[src/rtl/text_pkg.sv]
// Shared constants and types for the text writer: geometry defaults,
// the ASCII control codes the writer reacts to, and the state enum.
package text_pkg;

   localparam int COLS_DEFAULT   = 80;
   localparam int ROWS_DEFAULT   = 60;
   localparam int STRIDE_DEFAULT = 256;

   localparam logic [7:0] CODE_CR    = 8'h0D;
   localparam logic [7:0] CODE_LF    = 8'h0A;
   localparam logic [7:0] CODE_BS    = 8'h08;
   localparam logic [7:0] CODE_FF    = 8'h0C;
   localparam logic [7:0] CODE_SPACE = 8'h20;

   typedef enum logic [1:0] {
      IDLE    = 2'd0,
      CLRLINE = 2'd1,
      CLRSCRN = 2'd2
   } state_t;

endpackage

[src/rtl/text_writer.sv]
// Character-stream terminal writer: turns a byte stream into writes to a
// character RAM, tracking a cursor and clearing lines/screen with spaces.
module text_writer
   import text_pkg::*;
#(
   parameter int COLS   = COLS_DEFAULT,
   parameter int ROWS   = ROWS_DEFAULT,
   parameter int STRIDE = STRIDE_DEFAULT
) (
   input  logic        clk,
   input  logic        rst,
   input  logic        in_valid,
   input  logic [7:0]  in_data,
   output logic        in_ready,
   output logic        wr_en,
   output logic [14:0] wr_addr,
   output logic [6:0]  wr_data,
   output logic [6:0]  cursor_col,
   output logic [6:0]  cursor_row,
   output logic        busy
);

   localparam logic [6:0]  COL_LAST = 7'(COLS - 1);
   localparam logic [6:0]  ROW_LAST = 7'(ROWS - 1);
   localparam logic [6:0]  COL_END  = 7'(COLS);
   localparam logic [6:0]  ROW_END  = 7'(ROWS);
   localparam logic [14:0] STRIDE_W = 15'(STRIDE);

   state_t     state;
   logic [6:0] clr_col;
   logic [6:0] clr_row;
   logic       printable;
   logic [6:0] next_row;

   // Character-RAM address of a (row, col) cell.
   function automatic logic [14:0] addr_of(input logic [6:0] r, input logic [6:0] c);
      return 15'(r) * STRIDE_W + 15'(c);
   endfunction

   // Handshake/status decode and the row a newline or wrap moves to.
   always_comb begin
      in_ready  = (state == IDLE);
      busy      = (state != IDLE);
      printable = (in_data >= 8'h20) && (in_data <= 8'h7E);
      next_row  = (cursor_row == ROW_LAST) ? 7'd0 : cursor_row + 7'd1;
   end

   // Main FSM: byte interpretation in IDLE, space-fill sequencer in the clear
   // states. The clear states linger one cycle after their last write so
   // in_ready only rises once the final write has been presented.
   always_ff @(posedge clk or posedge rst) begin
      if (rst) begin
         state      <= CLRSCRN;
         clr_col    <= 7'd0;
         clr_row    <= 7'd0;
         cursor_col <= 7'd0;
         cursor_row <= 7'd0;
         wr_en      <= 1'b0;
         wr_addr    <= 15'd0;
         wr_data    <= 7'd0;
      end else begin
         wr_en <= 1'b0;
         case (state)
            IDLE: begin
               if (in_valid) begin
                  if (printable) begin
                     wr_en   <= 1'b1;
                     wr_addr <= addr_of(cursor_row, cursor_col);
                     wr_data <= in_data[6:0];
                     if (cursor_col == COL_LAST) begin
                        cursor_col <= 7'd0;
                        cursor_row <= next_row;
                        clr_col    <= 7'd0;
                        state      <= CLRLINE;
                     end else begin
                        cursor_col <= cursor_col + 7'd1;
                     end
                  end else if (in_data == CODE_CR) begin
                     cursor_col <= 7'd0;
                  end else if (in_data == CODE_LF) begin
                     cursor_col <= 7'd0;
                     cursor_row <= next_row;
                     clr_col    <= 7'd0;
                     state      <= CLRLINE;
                  end else if (in_data == CODE_BS) begin
                     if (cursor_col != 7'd0) begin
                        cursor_col <= cursor_col - 7'd1;
                     end
                  end else if (in_data == CODE_FF) begin
                     cursor_col <= 7'd0;
                     cursor_row <= 7'd0;
                     clr_col    <= 7'd0;
                     clr_row    <= 7'd0;
                     state      <= CLRSCRN;
                  end
               end
            end
            CLRLINE: begin
               if (clr_col != COL_END) begin
                  wr_en   <= 1'b1;
                  wr_addr <= addr_of(cursor_row, clr_col);
                  wr_data <= CODE_SPACE[6:0];
                  clr_col <= clr_col + 7'd1;
               end else begin
                  state <= IDLE;
               end
            end
            CLRSCRN: begin
               if (clr_row != ROW_END) begin
                  wr_en   <= 1'b1;
                  wr_addr <= addr_of(clr_row, clr_col);
                  wr_data <= CODE_SPACE[6:0];
                  if (clr_col == COL_LAST) begin
                     clr_col <= 7'd0;
                     clr_row <= clr_row + 7'd1;
                  end else begin
                     clr_col <= clr_col + 7'd1;
                  end
               end else begin
                  state <= IDLE;
               end
            end
            default: state <= IDLE;
         endcase
      end
   end

endmodule

[config.mk]
export PLATFORM = sky130hd
export DESIGN_NAME = text_writer
export DESIGN_NICKNAME = d
export VERILOG_FILES = /design/src/rtl/text_pkg.sv /design/src/rtl/text_writer.sv
export SDC_FILE = /design/constraint.sdc
export NUM_CORES = 1
export LEC_CHECK = 0
export ABC_AREA = 1
export BUFFER_PORTS_ARGS = -buffer_cell sky130_fd_sc_hd__buf_2
export CAP_MARGIN = 20
export CORE_ASPECT_RATIO = 1.2
export CORE_MARGIN = 10
export CORE_UTILIZATION = 30
export DETAILED_ROUTE_END_ITERATION = 7
export PLACE_DENSITY_LB_ADDON = 0.1
export SYNTH_ARGS = -nofsm -noshare
export SYNTH_HDL_FRONTEND = slang
export SYNTH_SLANG_ARGS = --single-unit
[constraint.sdc]
create_clock -name clk -period 2.3 [get_ports clk]
set_clock_uncertainty 0.2 [all_clocks]
set_input_delay 0 -clock clk [delete_from_list [all_inputs] [get_ports clk]]
set_output_delay 0 -clock clk [all_outputs]
set_load 0.05 [all_outputs]
==> results of run 1 <==
==> tightest hold or removal path, stage by stage <==
cell,delay [ps]
dlygate4sd3_1,540
buf_2,130
inv_2,290
==> placed cells by master (no fill, tap or decap), types with 10 or more instances in the layout <==
cell type	n
a21oi_1	17
nand2_1	163
buf_2	48
inv_1	37
dfrtp_1	51
ha_1	10
buf_4	12
o21ai_1	18
o21ai_0	18
nor2_1	39
nand3_1	36
==> cell families (layout without fill, tap and decap cells) <==
| group | count (synthesis) | after routing | synth area share (%) |
|---|---|---|---|
| simple gates | 282 | 282 | 36.98 |
| compound gates | 67 | 67 | 10.77 |
| buf+inv | 63 | 126 | 8.797 |
| flops | 52 | 52 | 37.38 |
| fa+ha+maj | 11 | 11 | 3.950 |
| xor+xnor | 8 | 8 | 2.011 |
| other cells | 1 | 1 | 0.1076 |
==> where the power goes <==
part	total [mW]	internal (mW)	switching (mW)
Clock	0.790	0.413	0.377
Combinational	2.27	0.643	1.63
Sequential	1.29	1.11	0.179
Total	4.35	2.16	2.19
==> flip-flops by register name (all words and copies together), names as in the netlist <==
| name | count |
|---|---|
| clr_col | 7 |
| wr_en | 1 |
| cursor_row | 7 |
| wr_addr | 14 |
| wr_data | 7 |
| clr_row | 7 |
| cursor_col | 7 |
| state | 2 |
==> per-layer routing <==
layer  global-route usage [%]  vias up  routed length [um]
met4                    2.704        0                  48
met2                    20.44       52                4628
met3                    2.688        4                 445
met1                    14.93     1475                4479
li1                         -     1672                   -
met5                        0        -                   0
==> layout make-up <==
cell class                      count  area (um2)  area share (%)
Clock buffer                        5       125.1           3.008
Multi-Input combinational cell    369        1887           45.37
Tap cell                          157       196.4           4.723
Timing Repair Buffer               70       440.4           10.59
Clock inverter                      3       25.02          0.6017
Sequential cell                    52        1303           31.32
Inverter                           48       182.7           4.392
==> through the flow <==
stage	utilization [%]	instance area, um2
floorplan	-	3490
global placement	34.12	3910
detailed placement	34.12	3910
CTS	36.22	4150
global route	36.29	4159
finish	36.29	4159
==> path summary, 6_finish.rpt <==
check                                endpoint  slack [ps]  cells after the start
worst min register to register    wr_addr[14]         280                      2
worst min-delay path            cursor_row[3]          40                      3
min in group clk                     state[1]          40                      6
worst max register to register     wr_data[0]         190                     11
worst max-delay path               wr_data[0]         190                     11
max in group asynchronous            state[1]        1180                      4
==> repair_timing <==
action / 4_1_cts / 5_1_grt
resized for setup: 0 / 1
hold buffers: 9 / 0
endpoints found under the hold margin: 64 / 0
endpoints found under the setup margin: 0 / 1
==> key figures, run 1 <==
Detailed routing
  – DR pass1 iterations: 4
  – Final WL: approximately 9.6 mm
  – DR WL/cell: 13.64 um
  – Vias: 3203
  – Number of routed nets with antenna violations: 0
  – 1st-iter DRT viols: approximately 150
  – DRC violations left: 0
  – Vias per std cell: ~4.5

Critical path
  – CP delay by family, top: simple AND/OR/NAND/NOR gates
  – Worst path max stage delay: roughly 560 ps
  – Critical path data required time: approximately 2300 ps
  – Buf/Inv on CP: 3
  – Cell Chain, Critical Path: inv_1, ha_2, inv_4, nor2_1, nor2_1, nand2_1, nor2_4, nand2_8, buf_12, nand2_1, o21ai_1
  – Slowest CP cell: dfstp_2
  – Worst EP arrival: about 2100 ps
  – Critical path fanouts, max: 19
  – RR Startpoint: state[1]
  – Worst Setup Path Type: reg2reg
  – Worst setup EP type: flip-flop
  – CP Launch Point: state[1]
  – Critical Path Start Type: flip-flop

Power
  – Pwr dens: approximately 1000 mW/mm2
  – VDD IR max: ~530 uV
  – Leakage: 2.096 nW
  – Power Total: ~4.4 mW

Logic synthesis
  – Post-Syn Instances: roughly 480
  – Syn nets: just over 500
  – Area contributors post-synth: dfrtp_1, nand2_1, nand3_1
  – Yosys reg bits: 52
  – Count of flip-flops with a built-in enable after synthesis: 0
  – Post-synth top area cell: dfrtp_1
  – Synth Area per Inst: about 7.2 um2
  – Unique masters post-synth: 35
  – Commonest cells in the netlist: nand2_1, dfrtp_1, nor2_1
  – Number of synthesis warnings: 0
  – Async SR Flop Fraction: 100.0%
  – Yosys top cell area share: 36.62%
  – Sequential cell area fraction in the yosys report: between 30% and 40%
  – Top-count cell post-synth: nand2_1
  – Post-Syn Area: around 0.0035 mm2
  – Ys flop type: dfrtp_1

Hold path
  – Hold Crit Class: in2async

Timing
  – Final worst-path setup slack: between 150 and 200 ps
  – Fin crit period: approximately 2100 ps
  – Achievable frequency: 0.4745 GHz
  – RSZ-0062 raised after global routing: false
  – Count of pins over their slew limit: 0
  – Min Hold Slack: ~37 ps
  – Final Cycle Share: about nine tenths
  – Final setup violation count: 0
  – Setup TNS: 0 ps
  – Final Hold Fails: 0

Clock network
  – Max H-tree Level: 2
  – Worst-path clk slew: 70 ps
  – Bufs on Longest Clock Path: 2
  – Post-CTS setup buffers: 0
  – CTS Root Cell: clkbuf_16
  – Clk_lat worst skew: ~300 ps
  – CTS tree: done
  – CTS Sinks: 52
  – Cts bufs inserted: 5

Global routing
  – First-pass GRT wire length: 16.47 mm
  – Pin count of the biggest net entering global routing: 22
  – Vias in the first global route: 3254
  – Initial antenna violation count: 0
  – Grt total ovfl: 0
  – GRT Resource Usage Total: approximately an eighth

Floorplanning
  – Die width: 118.4 um
  – Chip height: ~140 um
  – I/O pin cnt: 50
  – Die area: 0.01634 mm2
  – FP Rows: 43
  – Starting density of the core: 30.41%
  – Core region area: between 0.01 and 0.015 mm2

Final layout
  – Layout Nets: ~570
  – Layout cells sized above 1: between 20% and 30%
  – Area delta synth->final: 19.35%
  – Fin cells: just over 700
  – FILL cells: around 1300
  – Diodes inserted: 0

Flow run
  – Max-cap violations: 0

Placed design
  – Dpl hpwl: between 7 and 8 mm
  – Port Buffers: 48
  – GP Congestion: approximately 0.86
  – Post-Place Cells: 687
  – Dpl ws: ~190 ps

Outcome
  – Status: complete, no violations
No activity file was read; power rests on OpenSTA's default activity.
==> run 2, diff against run 1 <==
PLACE_DENSITY = 0.48   (was default)
PLACE_DENSITY_LB_ADDON = default   (was 0.1)
==> run 2 against run 1 <==
  * Worst hold slack gained 2.9 ps
  * Largest cell class unchanged
  * Largest power group unchanged
  * Clock-buffer cell count is the same
  * Die area is the same
  * Clock power shrank 0.8%
  * Sequential share of layout area grew 0.27 points
==> key figures, run 2 (synthesis results as in run 1) <==
Global routing
  – First-pass GRT wire length: around 16 mm
  – Grt total ovfl: 0
  – Vias in the first global route: ~3200
  – Pin count of the biggest net entering global routing: 37
  – Initial antenna violation count: 0
  – GRT Resource Usage Total: ~12%

Floorplanning
  – FP Rows: 43
  – Chip height: 138.1 um
  – I/O pin cnt: 50
  – Core region area: about 0.011 mm2
  – Die area: 0.01634 mm2
  – Die width: 118.4 um
  – Starting density of the core: 30.41%

Flow run
  – Max-cap violations: 0

Final layout
  – Diodes inserted: 0
  – Storage cell area: between 0.001 and 0.0015 mm2
  – Area delta synth->final: 18.35%
  – Layout Nets: 563
  – Multi-input gate area: 0.001887 mm2
  – Most frequent cells in the layout: nand2_1, dfrtp_1, buf_2, nor2_1, inv_1
  – Layout cells sized above 1: between 20 and 25%
  – Most common cell after layout, fill and taps aside: nand2_1
  – Biggest register: wr_addr
  – FILL cells: 1217
  – Final core occ: approximately 36%
  – Largest register FFs: 14

Detailed routing
  – DR WL/cell: roughly 13 um
  – DR pass1 iterations: 4
  – Number of routed nets with antenna violations: 0
  – Vias: roughly 3200
  – Metal3 WL: roughly 460 um
  – Final WL: ~9.2 mm
  – DRC violations left: 0
  – DR top layer: met4
  – 1st-iter DRT viols: roughly 220
  – Routed met1 length: 4.263 mm
  – Vias per std cell: about 4.5
  – Met2 wire length: roughly 4.4 mm

Timing
  – Setup TNS: 0 ps
  – Count of pins over their slew limit: 0
  – Worst-Margin Slew: 651.5 ps
  – Achievable frequency: roughly 0.47 GHz
  – Final Cycle Share: between 90 and 100%
  – Relative slew slack: around 57%
  – Fin crit period: approximately 2100 ps
  – Final setup violation count: 0
  – Final Hold Fails: 0
  – RSZ-0062 raised after global routing: false

Critical path
  – Worst setup EP type: flip-flop
  – Critical Path Start Type: flip-flop
  – Worst Setup Path Type: reg2reg
  – Critical path data required time: ~2300 ps
  – Worst EP arrival: ~2100 ps
  – Worst path max stage delay: about 560 ps
  – Critical path fanouts, max: 14
  – Reg-to-reg slack, setup: just under 200 ps
  – Slowest CP cell: dfstp_2
  – Cell Chain, Critical Path: inv_1, ha_2, inv_4, nor2_1, nor2_1, nand2_1, nor2_4, nand3_4, nand2_1, o21ai_2

Placed design
  – GP Congestion: ~0.83
  – Port Buffers: 48
  – Dpl hpwl: between 7 and 8 mm

Clock network
  – Worst-path clk slew: ~70 ps
  – Clk_lat worst skew: 300 ps
  – CTS Root Cell: clkbuf_16
  – Bufs on Longest Clock Path: 2
  – Cts bufs inserted: 5
  – CTS Sinks: between 50 and 60
  – CTS tree: done
  – Max H-tree Level: 2

Hold path
  – Hold Crit Class: in2reg

Outcome
  – Status: complete, no violations

Power
  – VDD IR max: between 400 and 500 uV
  – Pwr dens: just over 1000 mW/mm2
  – Leakage: 2.072 nW
[run 2: cell count changes in the layout (fill, tap and decap cells not counted)]
cell      previous run  this run
clkinv_4             0         1
buf_4               12         7
inv_6                2         0
inv_8                0         1
[run 2: layout make-up]
class,count,area share [%]
well taps,157,4.763
multi-input cells,369,45.75
repair buffers,65,9.769
flip-flops and latches,52,31.58
inverters,48,4.430
clock buffers,5,3.034
clock inverters,3,0.6675
[run 2: path summary, 6_finish.rpt]
path	start	to	cells after the start
max	state[1]	clr_col[6]	10
min	in_data[7]	state[1]	6
max reg2reg	state[1]	clr_col[6]	10
min reg2reg	wr_addr[9]	wr_addr[9]	2
max in group asynchronous	rst	clr_col[6]	4
min in group asynchronous	rst	cursor_row[4]	3
[run 2: power by group]
group	switching, mW	total [mW]	internal (mW)
combinational	1.61	2.20	0.590
clock	0.370	0.784	0.414
sequential	0.182	1.29	1.11
total	2.16	4.27	2.11
[run 2: what timing repair did]
action,in CTS,in global routing
hold endpoints to repair,41,0
hold buffers,9,0
endpoints found under the setup margin,0,8
resized for setup,0,1
buffers inserted,0,0
[run 2: through the flow]
stage	instance area, um2	setup slack, ps	power, mW	cells	hold WS (ps)
after floorplan	3490	160.1	3.025	484	-55.58
after global placement	3872	222.8	3.478	682	-67.34
after detailed placement	3872	168.1	3.503	682	-58.87
after CTS	4115	143.4	4.325	699	43.13
after global routing	4124	8.741	4.603	699	82.24
final	4124	192.7	4.272	699	40.36
[run 2: per-layer routing]
layer / up-vias / GRT usage [%]
li1: 1667 / -
met1: 1444 / 14.30
met2: 48 / 19.26
met3: 9 / 3.299
met4: 0 / 2.962
met5: - / 0
[run 2: worst max-delay path, delay by kind of cell, from the launching register on]
kind                       cells  cell delay [ps]
adders and majority gates      1              230
AOI/OAI and AO/OA              1               60
DFF                            1              560
buffers and inverters          2              160
and+or+nand+nor                6              780
==> run 3, diff against run 2 <==
ABC_AREA = default   (was 1)
PLACE_DENSITY = 0.49   (was 0.48)
==> run 3 against run 2 <==
  * The flow now finishes with violations (negative hold slack)
  * Largest power group unchanged
  * Cell count fell by 18%
  * Register-to-register slack got worse by 110 ps
  * Utilization rose by 5.5 points
  * Sequential share of layout area fell by 0.26 points
  * Clock power rose by 12%
  * Non-clock buffer count rose by 35
  * Worst setup slack got worse by 170 ps
  * Via count fell by 6.7%
  * Global-route usage rose by 0.93 points
  * Die area fell by 9.2%
  * Area after synthesis fell by 11%
  * Critical endpoint is now cursor_col[1]
  * Synthesized cell count fell by 27%
==> key figures, run 3 <==
Outcome
  – Status: finished with violations
  – Violated checks: negative hold slack

Global routing
  – Initial antenna violation count: 0
  – Vias in the first global route: slightly above 3000
  – Pin count of the biggest net entering global routing: 28
  – GRT Resource Usage Total: about 12%
  – Grt total ovfl: 0
  – First-pass GRT wire length: 15.64 mm

Logic synthesis
  – Synth Area per Inst: slightly below 9 um2
  – Yosys top cell area share: 41.06%
  – Sequential cell area fraction in the yosys report: between 40% and 50%
  – Count of flip-flops with a built-in enable after synthesis: 0
  – Post-synth top area cell: dfrtp_1
  – Ys flop type: dfrtp_1
  – Async SR Flop Fraction: 100.0%
  – Commonest cells in the netlist: dfrtp_1, nand2_1, o21ai_0
  – Number of synthesis warnings: 0
  – Post-Syn Area: a little over 0.003 mm2
  – Top-count cell post-synth: dfrtp_1
  – Area contributors post-synth: dfrtp_1, o21ai_0, nand2_1
  – Post-Syn Instances: 355
  – Yosys reg bits: 52
  – Unique masters post-synth: just over 60
  – Syn nets: approximately 380

Timing
  – RSZ-0062 raised after global routing: true
  – Worst-Margin Slew: between 600 and 700 ps
  – Final worst-path setup slack: approximately 19 ps
  – Fin crit period: 2281 ps
  – Count of pins over their slew limit: 0
  – Achievable frequency: around 0.44 GHz
  – Relative slew slack: 59.93%
  – Final Cycle Share: between 90% and 100%
  – Setup TNS: 0 ps
  – Min Hold Slack: -4.955 ps
  – Final setup violation count: 0
  – Final Hold Fails: 1

Final layout
  – Final core occ: 41.53%
  – Diodes inserted: 0
  – Most frequent cells in the layout: buf_2, nand2_1, dfrtp_1, buf_4, o21ai_0
  – Layout Nets: ~470
  – Storage cell area: around 0.0013 mm2
  – Multi-input gate area: 0.001768 mm2
  – Biggest register: wr_addr
  – Largest register FFs: 14
  – Layout cells sized above 1: a little under a third
  – Final Cell Area: between 0.004 and 0.005 mm2
  – Most common cell after layout, fill and taps aside: buf_2
  – FILL cells: roughly 1000
  – Area delta synth->final: 34.42%

Critical path
  – Worst path max stage delay: 530 ps
  – CP delay by family, top: simple AND/OR/NAND/NOR gates
  – Buf/Inv on CP: 2
  – Slowest CP cell: dlygate4sd3_1
  – Worst Setup Path Type: in2reg
  – Critical path fanouts, max: 6
  – Crit path top cell by count: o211ai_1
  – Worst setup EP type: flip-flop
  – Cell Chain, Critical Path: dlygate4sd3_1, buf_2, nor4_1, o211ai_1, o211ai_1, and2_1, mux2_4
  – Critical path data required time: 2280 ps
  – Worst EP arrival: 2260 ps
  – Critical Path Start Type: primary input

Detailed routing
  – Final WL: 9.393 mm
  – Number of routed nets with antenna violations: 0
  – DRC violations left: 0
  – DR pass1 iterations: 4
  – 1st-iter DRT viols: 140
  – Vias per std cell: roughly 5.2
  – Vias: 2957
  – DR WL/cell: between 15 and 20 um

Placed design
  – GP Congestion: around 0.81
  – Dpl ws: -37.66 ps
  – Dpl hpwl: 7.089 mm
  – Placement Cell Area: around 0.0038 mm2
  – Port Buffers: 48

Floorplanning
  – Core region area: roughly 0.010 mm2
  – Die width: around 110 um
  – FP Rows: 40
  – I/O pin cnt: 50
  – Starting density of the core: between 30% and 40%
  – Chip height: around 130 um
  – Die area: 0.01485 mm2

Power
  – VDD IR max: 542.2 uV
  – Pwr dens: 1048 mW/mm2
  – Leakage: around 1.9 nW

Clock network
  – CTS Sinks: 52
  – CTS Root Cell: clkbuf_16
  – Max H-tree Level: 2
  – Worst-path clk slew: roughly 70 ps
  – Bufs on Longest Clock Path: 2
  – CTS tree: done
  – Clk_lat worst skew: about 300 ps
  – Cts bufs inserted: 5

Flow run
  – Max-cap violations: 0

Hold path
  – Hold Crit Class: in2reg
run 3: changes by cell type after synthesis, sizes merged, moves of 7 or more:
| cell | change |
|---|---|
| xor2 | -7 |
| nand2b | +10 |
| nand2 | -129 |
| inv | -27 |
| clkbuf | +7 |
| a31oi | +8 |
| nor2 | -40 |
| a22oi | +11 |
| nand3 | -18 |
| nor2b | +10 |
run 3: kinds of logic after synthesis:
| logic type | Yosys count | share of synthesized area, % |
|---|---|---|
| AOI/OAI and AO/OA | 112 | 24.24 |
| and+or+nand+nor | 139 | 23.47 |
| DFF | 52 | 41.91 |
| buffers and inverters | 37 | 4.831 |
| muxes | 2 | 0.7246 |
| other | 1 | 0.1207 |
| adders and majority gates | 11 | 4.428 |
| xor gates and xnor gates | 1 | 0.2819 |
run 3: tightest hold or removal path: cells and delay by family:
kind,cells,cell delay (ps)
buffers and inverters,1,130
AND/OR/NAND/NOR,2,220
AO/OA/AOI/OAI,1,90
run 3: worst paths after layout:
path,startpoint,end,cells after the start,slack (ps)
worst max-delay path,in_data[5],cursor_col[1],7,20
min in group asynchronous,rst,clr_row[1],3,120
worst max register to register,state[0],clr_row[4],8,80
worst min register to register,wr_addr[5],wr_addr[5],2,280
worst min-delay path,in_valid,wr_en,4,-5
max in group asynchronous,rst,cursor_col[2],4,1210
run 3: per-layer routing:
layer / GRT usage (%) / routed length [um] / vias up
met5: 0 / 0 / -
met4: 3.178 / 78 / 0
met3: 3.461 / 591 / 6
met2: 20.24 / 4608 / 73
met1: 15.82 / 4114 / 1402
li1: - / - / 1476
run 3: through the flow:
step                      std cells  power [mW]  hold slack, ps
after global routing            571       4.681           16.02
after global placement          547       3.440          -98.17
after floorplan                 355       2.794          -50.96
after CTS                       563       4.383           18.61
final                           571       4.380          -4.955
after detailed placement        547       3.466          -94.86
run 3: final cells by class:
type,instances,share of cell area (%)
inverter,19,1.797
clock buffer,6,3.085
sequential,52,31.33
timing repair buffer,100,16.77
clock inverter,2,0.9284
tap,126,3.774
multi-input combinational,266,42.32
run 3: timing repair:
item                                    in CTS  in global routing
hold buffers                                 8                  0
cloned                                       0                  0
endpoints found under the setup margin       6                 15
pin swaps                                    0                  9
gates resized for setup                      5                 13
buffers inserted                             0                  8
hold endpoints to repair                    32                  0
run 3: where the power goes:
group          switching [mW]  internal, mW
clock                   0.359         0.519
sequential              0.179          1.14
combinational            1.42         0.763
